### src/rtl/crc16_frame_tx.sv
// Transmit framer for 16-bit word streams: forwards data words through a one-word
// output register and appends a CRC-16 (poly 0x1021, seed 0xFFFF) word per frame.
module crc16_frame_tx #(
  parameter int MAX_WORDS = 256,
  parameter int CNT_W     = 16
) (
  input  logic             clk,
  input  logic             rst_n,
  input  logic             in_valid,
  output logic             in_ready,
  input  logic [15:0]      in_data,
  input  logic             in_last,
  output logic             out_valid,
  input  logic             out_ready,
  output logic [15:0]      out_data,
  output logic             out_last,
  output logic             out_is_crc,
  output logic [CNT_W-1:0] frame_cnt,
  output logic             err_len,
  output logic [1:0]       dbg_state
);

  // Handshake: a word moves on either side only in a cycle where valid && ready;
  // in_ready never depends on in_valid, and a presented output word holds until taken.

  localparam int WC_W = $clog2(MAX_WORDS + 1);
  localparam logic [WC_W-1:0] LAST_CNT = WC_W'(MAX_WORDS - 1);

  typedef enum logic [1:0] {
    S_IDLE = 2'd0,
    S_DATA = 2'd1,
    S_CRC  = 2'd2
  } state_t;

  state_t          state;
  state_t          state_next;
  logic [15:0]     crc;
  logic [WC_W-1:0] word_cnt;
  logic            space;
  logic            accept;
  logic            close;
  logic            load_crc;

  function automatic logic [15:0] crc_step(input logic [15:0] c, input logic [15:0] d);
    logic [15:0] x;
    x = c ^ d;
    for (int i = 0; i < 16; i++) begin
      x = {x[14:0], 1'b0} ^ (x[15] ? 16'h1021 : 16'h0000);
    end
    return x;
  endfunction

  assign space     = !out_valid || out_ready;
  assign in_ready  = space && (state != S_CRC);
  assign accept    = in_valid && in_ready;
  assign close     = in_last || (word_cnt == LAST_CNT);
  assign load_crc  = (state == S_CRC) && space;
  assign dbg_state = state;

  always_comb begin
    state_next = state;
    if (accept) begin
      state_next = close ? S_CRC : S_DATA;
    end else if (load_crc) begin
      state_next = S_IDLE;
    end
  end

  always_ff @(posedge clk or negedge rst_n) begin
    if (!rst_n) begin
      state <= S_IDLE;
    end else begin
      state <= state_next;
    end
  end

  // accept and load_crc are exclusive: in_ready is low while the CRC word is pending.
  always_ff @(posedge clk or negedge rst_n) begin
    if (!rst_n) begin
      crc        <= 16'hFFFF;
      word_cnt   <= '0;
      out_valid  <= 1'b0;
      out_data   <= 16'h0000;
      out_last   <= 1'b0;
      out_is_crc <= 1'b0;
      frame_cnt  <= '0;
      err_len    <= 1'b0;
    end else if (accept) begin
      out_data   <= in_data;
      out_valid  <= 1'b1;
      out_last   <= 1'b0;
      out_is_crc <= 1'b0;
      crc        <= crc_step(crc, in_data);
      word_cnt   <= word_cnt + 1'b1;
      if (close && !in_last) begin
        err_len <= 1'b1;
      end
    end else if (load_crc) begin
      out_data   <= crc;
      out_valid  <= 1'b1;
      out_last   <= 1'b1;
      out_is_crc <= 1'b1;
      crc        <= 16'hFFFF;
      word_cnt   <= '0;
      frame_cnt  <= frame_cnt + 1'b1;
    end else if (out_ready) begin
      out_valid <= 1'b0;
    end
  end

endmodule

### config.mk
export PLATFORM = sky130hd
export DESIGN_NAME = crc16_frame_tx
export DESIGN_NICKNAME = d
export VERILOG_FILES = /design/src/rtl/crc16_frame_tx.sv
export SDC_FILE = /design/constraint.sdc
export NUM_CORES = 1
export LEC_CHECK = 0
export ABC_AREA = 1
export BUFFER_PORTS_ARGS = -buffer_cell sky130_fd_sc_hd__buf_4
export CAP_MARGIN = 25
export CORE_AREA = 2 2 84 86
export CTS_BUF_LIST = sky130_fd_sc_hd__clkbuf_4
export DETAILED_ROUTE_END_ITERATION = 8
export DIE_AREA = 0 0 86 88
export GPL_TIMING_DRIVEN = 1
export PLACE_DENSITY_LB_ADDON = 0.12
export SKIP_CTS_REPAIR_TIMING = 1
export SLEW_MARGIN = 20
export SYNTH_ARGS = -nofsm -noshare
export SYNTH_HDL_FRONTEND = slang
export SYNTH_SLANG_ARGS = --single-unit
### constraint.sdc
create_clock -name clk -period 4.6 [get_ports clk]
set_input_delay 0.92 -clock clk [delete_from_list [all_inputs] [get_ports clk]]
set_output_delay 0.92 -clock clk [all_outputs]
set_load 0.005 [all_outputs]
== Word-level counts from Yosys, hierarchy flattened ==
Index checks and enable logic that the tools add are counted.
Cells by class
  add/subtract/negate cells: 2
  eq/ne operators: 3
  reductions and logical operators: 12
  multiplexer cells: 30
  bitwise logic cells: 18
Operators by type and width (number)
  16-bit by 13-bit XOR with 16-bit output: 16
  13-bit 2-to-1 mux: 16
  16-bit 2-to-1 mux: 4
  9-bit 2-to-1 mux: 2
  16-bit by 1-bit adder with 16-bit output (second input constant): 1
  16-bit XOR: 1
  9-bit by 1-bit adder with 9-bit output (second input constant): 1
  9-bit by 8-bit == test with 1-bit output (second input constant): 1
  2-bit 2-to-1 mux: 3
  1-bit 2-to-1 mux: 5
  1-bit logical AND: 4
  2-bit AND reduction: 2
  3-bit nonzero test: 1
  2-bit == test (second input constant): 1
  1-bit logical NOT: 2
  1-bit logical OR: 2
  2-bit != test (second input constant): 1
  2-bit nonzero test: 1
  1-bit NOT: 1
Word-level totals
  output and inout port bits: 39
  bits in registers: 62
  word-level logic and storage cells: 73
  bits of input ports: 21

== Depth between registers and ports, before layout ==
  depth in word-level cells: 34
  depth in mapped cells: 14
  gate-level depth less buffers: 14

== Worst setup path before layout ==
Ideal clock, no wire load.
  kind: input to output
  from: in out_ready
  to: out in_ready
  setup slack: 2.448 ns
  required time: 3.680 ns
  data arrival time: 1.232 ns
  path buffers: 0
  cell stages on the path: 4
  cells stage by stage: clkinv_1 > nand2_1 > o21ai_1 > inv_2
Between the ends
  word-level cells in the longest chain between the ends: 2
Ends and longest elaborated chain
  from (decl): RTL line 14  | input logic out_ready,
  1-bit logical OR: RTL line 53  | assign space = !out_valid || out_ready;
  1-bit logical AND: RTL line 54  | assign in_ready = space && (state != S_CRC);
  to (decl): RTL line 10  | output logic in_ready,
No other way between the ends.

== Worst setup path in the final report ==
  from: in out_ready
  to: reg crc[15]
Between the ends
  word-level cells in the longest chain between the ends: 4
Ends and longest elaborated chain
  1-bit logical OR (*): RTL line 53
  1-bit logical AND: RTL line 54
  1-bit logical AND: RTL line 55  | assign accept = in_valid && in_ready;
  16-bit 2-to-1 mux / 2-bit nonzero test (equally long branches)
  to (signal assigned): RTL line 93  | crc <= crc_step(crc, in_data);
  to (decl): RTL line 37  | logic [15:0] crc;
Every way passes the cells marked *; elsewhere a longest branch is shown, timed or not.
A chain may end at the register's enable or synchronous reset.

==> flow_summary_export.csv <==
group,metric,value,unit
outcome,status,"finished clean",
routing,routed_wl,7.67,mm
floorplanning,io_pins,60,
timing,rsz0062_at_grt,"no",
power_and_ir_drop,power_leakage,2.26,nW
global_route,grt-ovfl-total,0,
power_and_ir_drop,ir_drop,0.345,mV
final_layout,finalNetCount,539,
timing,slew_violations,0,
cts,clkSlewWorstSetupHoldPaths,0.11,ns
final_layout,final_core_util,63.9,%
place,gp_congestion,0.824,
place,hpwl,5.41,mm
final_layout,syn2layout_area_growth,18.3,%
cts,numClockSinks,62,
timing,post-route-min-period,2.42,ns
min_path,hp-class,"reg2reg",
timing,setup_tns,0,ns
logic_synthesis,syn_area,3590,µm²
timing,hold_violations,0,
logic_synthesis,synth_edf_count,0,
cts,cts_tree,"built",
routing,viasPerCell,5.07,
global_route,grt_pass1_vias,2750,
run,cap_violations,0,
global_route,grt_pass1_wl,12.6,mm
timing,worstMarginPinSlew,0.788,ns
critical_path,criticalPathCategory,"in2reg",
critical_path,critPathArrivalTime,2.78,ns
critical_path,cp-end-kind,"flip-flop",
cts,htree_levels,3,
timing,finClkSkew,0.0196,ns
critical_path,slowest_delay,0.51,ns
logic_synthesis,syn_nets,479,
critical_path,worstPathCellList,"buf_4 > clkinv_1 > nand2_1 > o21ai_1 > inv_2 > nand2_2 > nand2_1 > inv_2 > nand2_1 > nand2_1 > inv_1",
global_route,gr-usage-all-layers,21.3,%
cts,clk_latency,0.42,ns
timing,min_period_over_period,52.7,%
timing,fmax,413,MHz
routing,num_vias,3041,
final_layout,fillers,591,
routing,firstDrtPassIters,4,
cts,clk_path_buf_depth,2,
final_layout,antenna_cells,0,
global_route,antenna_found_initial,0,
cts,cts-root-buf,"clkbuf_4",
logic_synthesis,ys_warn_count,0,
routing,drtIter0Drc,147,
place,port_buffers,59,
timing,fin_ws,2.18,ns
logic_synthesis,synth-async-reset-ratio,100,%
critical_path,crit_fanout,23,
timing,setup_viol,0,
floorplanning,core_area,6640,µm²
critical_path,start_kind,"input port",
floorplanning,initial_utilization,54.0,%
floorplanning,rows,30,
cts,cts_buffers,9,
logic_synthesis,synthCells,455,
logic_synthesis,ys_ff_latch,62,
critical_path,crit_path_frequent_cell,"nand2_1",
floorplanning,fp.dieArea,7570,µm²
final_layout,drive_above_1_share,26.5,%
floorplanning,die_w,86,µm
logic_synthesis,synth_cell_type_count,37,
routing,antenna_left,0,
logic_synthesis,synth_ff_type,"dfrtp_1",
place,place_ws,1.72,ns
critical_path,crit_required,4.96,ns
routing,routedWlPerCell,12.8,µm
logic_synthesis,avgSynthCellArea,7.88,µm²
critical_path,cp_slowest_cell,"inv_2",
power_and_ir_drop,pwr_density_cell,666,nW/µm²
routing,drcViolationCount,0,
global_route,grt_start_max_net_pins,63,
logic_synthesis,ys_seq_area_share,43.8,%
floorplanning,dieHeight,88,µm
timing,slew_headroom,47.4,%
metal layers:
metal	share of wire (%)	up-vias	global-route usage, %
met2	46	78	33.5
met5	0	-	0
li1	-	1547	-
met4	2.0	0	9.67
met3	4.9	15	3.49
met1	47	1401	29.1
area by class of cell:
class | count | area [µm²] | share of cell area [%]
repair buffers | 59 | 443 | 10.4
inverters | 56 | 210 | 4.95
well taps | 80 | 100 | 2.36
multi-input cells | 327 | 1760 | 41.4
flip-flops and latches | 62 | 1570 | 37.0
clock buffers | 9 | 67.6 | 1.59
clock inverters | 7 | 96.3 | 2.27
stage by stage:
step	hold WS (ns)	cell area [µm²]	cells	total power, mW
2_1_floorplan	0.446	3590	455	1.97
3_5_place_dp	0.464	4080	584	2.39
5_1_grt	0.504	4240	600	3.09
4_1_cts	0.488	4240	600	2.84
6_report	0.483	4240	600	2.83
3_3_place_gp	0.451	4080	584	2.36
critical path: cells and delay by family:
| kind | cells | cell delay, ns |
|---|---|---|
| compound gates | 1 | 0.12 |
| simple gates | 5 | 0.97 |
| buf+inv | 5 | 0.76 |
sequential cells by signal, indices dropped and copies added, names as in the netlist:
register,flops
crc,16
dbg_state,2
err_len,1
frame_cnt,16
out_data,16
out_is_crc,1
out_valid,1
word_cnt,9
final timing paths:
| kind | startpoint | to | slack (ns) | cells past startpoint |
|---|---|---|---|---|
| worst max register to register | out_valid$_DFFE_PN0P_ | out_data[11]$_DFFE_PN0P_ | 2.40 | 8 |
| worst min register to register | err_len$_DFFE_PN0P_ | err_len$_DFFE_PN0P_ | 0.48 | 1 |
| worst min-delay path | err_len$_DFFE_PN0P_ | err_len$_DFFE_PN0P_ | 0.48 | 1 |
| min in group asynchronous | rst_n | out_data[15]$_DFFE_PN0P_ | 0.56 | 1 |
| max in group asynchronous | rst_n | out_data[10]$_DFFE_PN0P_ | 3.50 | 1 |
| worst max-delay path | out_ready | crc[15]$_DFFE_PN1P_ | 2.18 | 11 |
kinds of logic (layout without fill, tap and decap cells):
kind of cell	Yosys count	count (layout)	share of synthesized area, %
adder cells (fa/ha/maj)	3	3	1.05
AO/OA/AOI/OAI	38	38	7.01
buffers and inverters	66	131	7.25
XOR/XNOR	34	34	8.72
multiplexers	1	1	0.279
flip-flops	62	62	43.8
AND/OR/NAND/NOR	251	251	31.9
cell usage after synthesis (5+ instances only):
cell / instances / area share (%)
nand2_1: 169 / 18
o21ai_1: 8 / 1.1
inv_2: 9 / 0.94
o221ai_1: 5 / 1.2
dfstp_2: 16 / 12
nor2_1: 11 / 1.2
nand2_4: 6 / 1.9
dfrtp_1: 46 / 32
or2_2: 5 / 0.87
xor2_1: 16 / 3.9
nand2_2: 12 / 2.1
xnor2_1: 16 / 3.9
o21ai_0: 5 / 0.70
inv_1: 46 / 4.8
a22oi_1: 11 / 2.3
nand3_1: 33 / 4.6
layout by cell type, fill, tap and decap left out, types with 6 or more instances in the layout:
cell type | synthesis | final
dfrtp_1 | 46 | 46
xor2_1 | 16 | 16
inv_2 | 9 | 9
nand3_1 | 33 | 33
inv_1 | 46 | 46
dfstp_2 | 16 | 16
clkbuf_4 | 0 | 9
xnor2_1 | 16 | 16
nor2_1 | 11 | 11
nand2_2 | 12 | 12
o21ai_1 | 8 | 8
buf_4 | 2 | 59
nand2_4 | 6 | 6
nand2_1 | 169 | 169
a22oi_1 | 11 | 11
power breakdown:
| group | switching, mW | internal (mW) |
|---|---|---|
| Sequential | 0.163 | 0.782 |
| Clock | 0.223 | 0.221 |
| Combinational | 0.864 | 0.575 |
| Total | 1.25 | 1.58 |
(Power assumes the default switching activity.)
